==> src/rtl/hazard_ctrl.sv <==
// ---------------------------------------------------------------------------
// hazard_ctrl
//   Hazard detection and forwarding control for a 5-stage in-order pipeline.
//   A shadow copy of the EX, MEM and WB stage descriptors is kept here so that
//   load-use stalls, branch flushes, memory freezes and EX operand forwarding
//   can all be decided from the ID-stage instruction plus this shadow.
//
// Ports
//   clk, rst                     clock, synchronous active-high reset
//   id_valid                     ID stage holds a real instruction
//   id_rs, id_rt                 ID source registers
//   id_uses_rs, id_uses_rt       ID instruction reads rs / rt
//   id_dst, id_reg_write         ID destination register and write enable
//   id_mem_read                  ID instruction is a load
//   branch_taken                 branch/jump in EX resolved taken
//   mem_busy                     data memory not ready, whole pipeline freezes
//   stall_pc, stall_ifid         hold PC / IF-ID register
//   flush_ifid                   clear IF-ID register to NOP
//   bubble_idex                  load NOP into ID-EX register
//   fwd_a, fwd_b                 EX operand selects: 00 regfile, 01 WB, 10 MEM
//   stall_cnt                    saturating count of cycles with stall_pc=1
// ---------------------------------------------------------------------------
module hazard_ctrl #(
  parameter int CNT_W = 16
) (
  input  logic             clk,
  input  logic             rst,
  input  logic             id_valid,
  input  logic [4:0]       id_rs,
  input  logic [4:0]       id_rt,
  input  logic             id_uses_rs,
  input  logic             id_uses_rt,
  input  logic [4:0]       id_dst,
  input  logic             id_reg_write,
  input  logic             id_mem_read,
  input  logic             branch_taken,
  input  logic             mem_busy,
  output logic             stall_pc,
  output logic             stall_ifid,
  output logic             flush_ifid,
  output logic             bubble_idex,
  output logic [1:0]       fwd_a,
  output logic [1:0]       fwd_b,
  output logic [CNT_W-1:0] stall_cnt
);

  typedef struct packed {
    logic       valid;
    logic [4:0] rs;
    logic [4:0] rt;
    logic       uses_rs;
    logic       uses_rt;
    logic [4:0] dst;
    logic       reg_write;
    logic       mem_read;
  } stage_t;

  // One pipeline action per cycle, chosen by priority.
  typedef enum logic [1:0] {
    ACT_RUN    = 2'd0,
    ACT_FREEZE = 2'd1,
    ACT_FLUSH  = 2'd2,
    ACT_LU     = 2'd3
  } act_t;

  stage_t ex_reg, mem_reg, wb_reg;
  stage_t ex_next, mem_next, wb_next;
  stage_t id_entry;
  act_t   act;
  logic   lu_hit;
  logic [CNT_W-1:0] stall_cnt_reg;

  always_comb begin
    id_entry           = '0;
    id_entry.valid     = id_valid;
    id_entry.rs        = id_rs;
    id_entry.rt        = id_rt;
    id_entry.uses_rs   = id_uses_rs;
    id_entry.uses_rt   = id_uses_rt;
    id_entry.dst       = id_dst;
    id_entry.reg_write = id_reg_write;
    id_entry.mem_read  = id_mem_read;
  end

  // A load in EX whose (non-zero) destination is read by the ID instruction.
  assign lu_hit = ex_reg.valid & ex_reg.mem_read & (ex_reg.dst != 5'd0) & id_valid &
                  ((id_uses_rs & (id_rs == ex_reg.dst)) |
                   (id_uses_rt & (id_rt == ex_reg.dst)));

  always_comb begin
    act = ACT_RUN;
    if (mem_busy)          act = ACT_FREEZE;
    else if (branch_taken) act = ACT_FLUSH;
    else if (lu_hit)       act = ACT_LU;
  end

  always_comb begin
    stall_pc    = 1'b0;
    stall_ifid  = 1'b0;
    flush_ifid  = 1'b0;
    bubble_idex = 1'b0;
    case (act)
      ACT_FREEZE: begin
        stall_pc   = 1'b1;
        stall_ifid = 1'b1;
      end
      ACT_FLUSH: begin
        flush_ifid  = 1'b1;
        bubble_idex = 1'b1;
      end
      ACT_LU: begin
        stall_pc    = 1'b1;
        stall_ifid  = 1'b1;
        bubble_idex = 1'b1;
      end
      default: ;
    endcase
  end

  // Shadow advance: a freeze holds everything; flush and load-use push a
  // bubble into EX so the load moves on to MEM and the stall cannot repeat.
  always_comb begin
    ex_next  = ex_reg;
    mem_next = mem_reg;
    wb_next  = wb_reg;
    if (act != ACT_FREEZE) begin
      wb_next  = mem_reg;
      mem_next = ex_reg;
      ex_next  = (act == ACT_RUN) ? id_entry : '0;
    end
  end

  always_ff @(posedge clk) begin
    if (rst) begin
      ex_reg        <= '0;
      mem_reg       <= '0;
      wb_reg        <= '0;
      stall_cnt_reg <= '0;
    end else begin
      ex_reg  <= ex_next;
      mem_reg <= mem_next;
      wb_reg  <= wb_next;
      if (stall_pc && (stall_cnt_reg != {CNT_W{1'b1}}))
        stall_cnt_reg <= stall_cnt_reg + CNT_W'(1);
    end
  end

  assign stall_cnt = stall_cnt_reg;

  // Forwarding: operand 0 is rs (fwd_a), operand 1 is rt (fwd_b).
  logic [1:0][4:0] op_reg;
  logic [1:0]      op_use;
  logic [1:0][1:0] op_sel;

  assign op_reg[0] = ex_reg.rs;
  assign op_reg[1] = ex_reg.rt;
  assign op_use[0] = ex_reg.uses_rs;
  assign op_use[1] = ex_reg.uses_rt;

  for (genvar gi = 0; gi < 2; gi++) begin : g_fwd
    logic needs;
    logic mem_hit;
    logic wb_hit;
    // r0 is hard-wired zero, so it never forwards; an empty EX never forwards.
    assign needs   = ex_reg.valid & op_use[gi] & (op_reg[gi] != 5'd0);
    assign mem_hit = needs & mem_reg.valid & mem_reg.reg_write & (mem_reg.dst == op_reg[gi]);
    assign wb_hit  = needs & wb_reg.valid & wb_reg.reg_write & (wb_reg.dst == op_reg[gi]);
    // The younger (MEM) result wins over the older (WB) one.
    assign op_sel[gi] = mem_hit ? 2'b10 : (wb_hit ? 2'b01 : 2'b00);
  end

  assign fwd_a = op_sel[0];
  assign fwd_b = op_sel[1];

endmodule

==> config.mk <==
export PLATFORM = sky130hd
export DESIGN_NAME = hazard_ctrl
export DESIGN_NICKNAME = d
export VERILOG_FILES = /design/src/rtl/hazard_ctrl.sv
export SDC_FILE = /design/constraint.sdc
export NUM_CORES = 1
export LEC_CHECK = 0
export BUFFER_PORTS_ARGS = -buffer_cell sky130_fd_sc_hd__buf_4
export CAP_MARGIN = 20
export CELL_PAD_IN_SITES_DETAIL_PLACEMENT = 1
export CELL_PAD_IN_SITES_GLOBAL_PLACEMENT = 1
export CORE_UTILIZATION = 30
export CTS_CLUSTER_SIZE = 25
export DETAILED_ROUTE_END_ITERATION = 6
export GPL_ROUTABILITY_DRIVEN = 0
export MAX_ROUTING_LAYER = met4
export PLACE_DENSITY_LB_ADDON = 0.1
export SYNTH_ARGS = -nofsm -noshare
export SYNTH_HDL_FRONTEND = slang
export SYNTH_SLANG_ARGS = --single-unit
==> constraint.sdc <==
create_clock -name clk -period 2.6 [get_ports clk]
set_input_delay 0.26 -clock clk [delete_from_list [all_inputs] [get_ports clk]]
set_output_delay 0.26 -clock clk [all_outputs]
set_load 0.05 [all_outputs]
==> results.json <==
{
  "cts-htree-levels": 2,
  "grt_max_degree": 54,
  "post_drt_wl_per_cell_um": 16.1,
  "vias_per_cell": 5.17,
  "grt_use_total": 0.170,
  "seq_power_share": 0.549,
  "cts_buffer_depth": 2,
  "slew_viol_final": 0,
  "dp.final_hpwl_mm": 4.92,
  "syn_area_per_cell_um2": 8.81,
  "hold_buffers": 0,
  "antenna_found_initial": 0,
  "port_buffers": 47,
  "core_area_um2": 7810,
  "dieArea_um2": 8530,
  "hold_viol": 0,
  "worst_clock_skew_ns": 0.00388,
  "layout_min_cycle_time_ns": 2.36,
  "post_cts_buffers": 0,
  "fmax_mhz": 423,
  "nets": 343,
  "ys_types": 37,
  "cts_resized": 0,
  "swShare": 0.267,
  "crit_arrival_ns": 2.10,
  "die_x_um": 92.3,
  "period_share": 0.908,
  "max-cap-violations": 0,
  "syn_area_um2": 2450,
  "drive_gt1_frac": 0.210,
  "clockRootBuffer": "clkbuf_8",
  "cts_tree": "done",
  "leakage_nw": 1.13,
  "num_rows": 32,
  "crit_chain": "xnor2_1 -> nand4_1 -> o22ai_2 -> a31oi_4 -> buf_4 -> inv_1 -> buf_4",
  "hold_class": "in2reg",
  "wirelength_mm": 6.79,
  "finalPower_w": 0.00147,
  "intPower_w": 0.00108,
  "clk_pin_slew_ns": 0.09,
  "synth_ff_type": "dfxtp_1",
  "async_flop_share": 0,
  "drcViolationCount": 0,
  "worstMarginPinSlew_ns": 0.573,
  "setup_viol": 0,
  "syn_to_final_growth_pct": 22.0,
  "grt.overflow.total": 0,
  "power_frac_clock": 0.327,
  "drtIter0Drc": 74,
  "cp_max_fo": 14,
  "ys_seq_area_frac": 0.409,
  "vias": 2178,
  "yosys.area.top_type": "dfxtp_1",
  "numCtsBuffers": 5,
  "rsz0062_at_grt": "no",
  "status": "complete, no violations",
  "yosysTopAreaCellShare": 0.409,
  "peakVddDrop_uv": 224,
  "initial_core_util": 0.314,
  "relSlewSlack": 0.618,
  "tns_ns": 0,
  "largest_register_ff_count": 20,
  "n_antenna_cell": 0,
  "p_per_area_nw_per_um2": 492,
  "crit_type": "reg2out",
  "synth.area.top_cells": "dfxtp_1 (41%), xnor2_1 (9.7%), nor2_1 (6.3%)",
  "syn-num-nets": 303,
  "grt_pass1_vias": 2141,
  "worstPathRequired_ns": 2.34,
  "grt_pass1_wl_mm": 11.1,
  "drt.antenna.violating_nets": 0,
  "pwr-share-comb": 0.124,
  "cts_sinks": 50,
  "synth-seq-cells": 50,
  "slowest_delay_ns": 0.44,
  "firstDrtPassIters": 4,
  "power_switching_w": 0.000393,
  "synth_edf_count": 0,
  "crit_slowest_cell": "dfxtp_1",
  "num_io_pins": 48,
  "ys.warnings.count": 0,
  "clkLatencyLatePin_ns": 0.30,
  "die_h_um": 92.3,
  "crit_path_frequent_cell": "buf_4",
  "cp-start-kind": "flip-flop",
  "synthCells": 278,
  "crit_path_end_kind": "primary output"
}
final cells by class:
cell class              instances  area, µm²
multi-input cells             204       1360
clock inverters                 1       5.00
fillers                       957       4820
inverters                       4       15.0
clock buffers                   7       86.3
repair buffers                 53        398
well taps                     102        128
flip-flops and latches         50       1000
cell usage in the layout (no fill, tap or decap), types with 5 or more instances in the layout:
| master | instances |
|---|---|
| nor2_1 | 41 |
| o31ai_1 | 10 |
| or4_1 | 13 |
| nand4_1 | 7 |
| clkbuf_8 | 6 |
| dfxtp_1 | 50 |
| nand2_1 | 9 |
| a22oi_1 | 20 |
| a21oi_1 | 15 |
| xnor2_1 | 27 |
| mux2i_1 | 14 |
| nand3_1 | 10 |
| nor3_1 | 5 |
| buf_4 | 53 |
worst max-delay path: cells and delay by family (launching register included):
family          cells  cell delay [ns]
simple gates        1             0.13
compound gates      2             0.53
xor+xnor            1             0.15
buf+inv             3             0.54
flops               1             0.44
kinds of logic after synthesis:
logic type / Yosys count / share of synthesized area
AND/OR/NAND/NOR: 102 / 0.212
buffers and inverters: 24 / 0.0460
XOR/XNOR: 30 / 0.107
multiplexers: 17 / 0.0710
adder cells (fa/ha/maj): 1 / 0.00511
AO/OA/AOI/OAI: 54 / 0.150
flip-flops: 50 / 0.409
metrics by stage:
step,hold slack [ns],cell area (µm²),setup slack (ns),util,cells
final,0.187,2990,0.239,0.383,421
after global routing,0.191,2990,0.0913,0.383,421
after CTS,0.182,2980,0.0255,0.382,421
after detailed placement,0.498,2890,0.312,0.370,413
after global placement,0.483,2890,0.385,0.370,413
after floorplan,0.404,2450,0.344,-,278
power by group through the flow:
stage / combinational (W) / sequential [W] / clock, W
after floorplan: 0.000109 / 0.000825 / 0
after global placement: 0.000182 / 0.000825 / 0
after detailed placement: 0.000184 / 0.000826 / 0
after CTS: 0.000185 / 0.000808 / 0.000502
after global routing: 0.000199 / 0.000811 / 0.000520
final: 0.000183 / 0.000807 / 0.000481
final timing paths:
| kind | start | endpoint | slack (ns) | cells past startpoint |
|---|---|---|---|---|
| worst max-delay path | ex_reg[3] | stall_ifid | 0.24 | 7 |
| worst min-delay path | id_dst[1] | ex_reg[3] | 0.19 | 3 |
| worst min register to register | wb_reg[19] | wb_reg[19] | 0.51 | 2 |
| worst max register to register | ex_reg[3] | stall_cnt[4] | 0.39 | 7 |
synthesized netlist by cell type, types with 2 or more instances:
| cell type | n |
|---|---|
| dfxtp_1 | 50 |
| nor2_1 | 41 |
| xnor2_1 | 27 |
| a22oi_1 | 20 |
| a21oi_1 | 15 |
| mux2i_1 | 14 |
| or4_1 | 13 |
| nand3_1 | 10 |
| o31ai_1 | 10 |
| clkbuf_1 | 9 |
| nand2_1 | 9 |
| nand4_1 | 7 |
| buf_4 | 5 |
| nor3_1 | 5 |
| and3_1 | 4 |
| inv_1 | 4 |
| nor4_1 | 4 |
| buf_1 | 3 |
| buf_2 | 3 |
| xor2_1 | 3 |
| mux2_2 | 2 |
| nor2b_1 | 2 |
| o211ai_1 | 2 |
| o21ai_0 | 2 |
| or3_1 | 2 |
layer usage:
layer,GRT usage,vias up,share of wire
li1,-,1083,-
met4,0.0326,0,0.0075
met5,-,-,0
met1,0.241,1049,0.52
met3,0.0296,7,0.037
met2,0.254,39,0.43
Note: power is estimated with default switching activity, not from simulation.
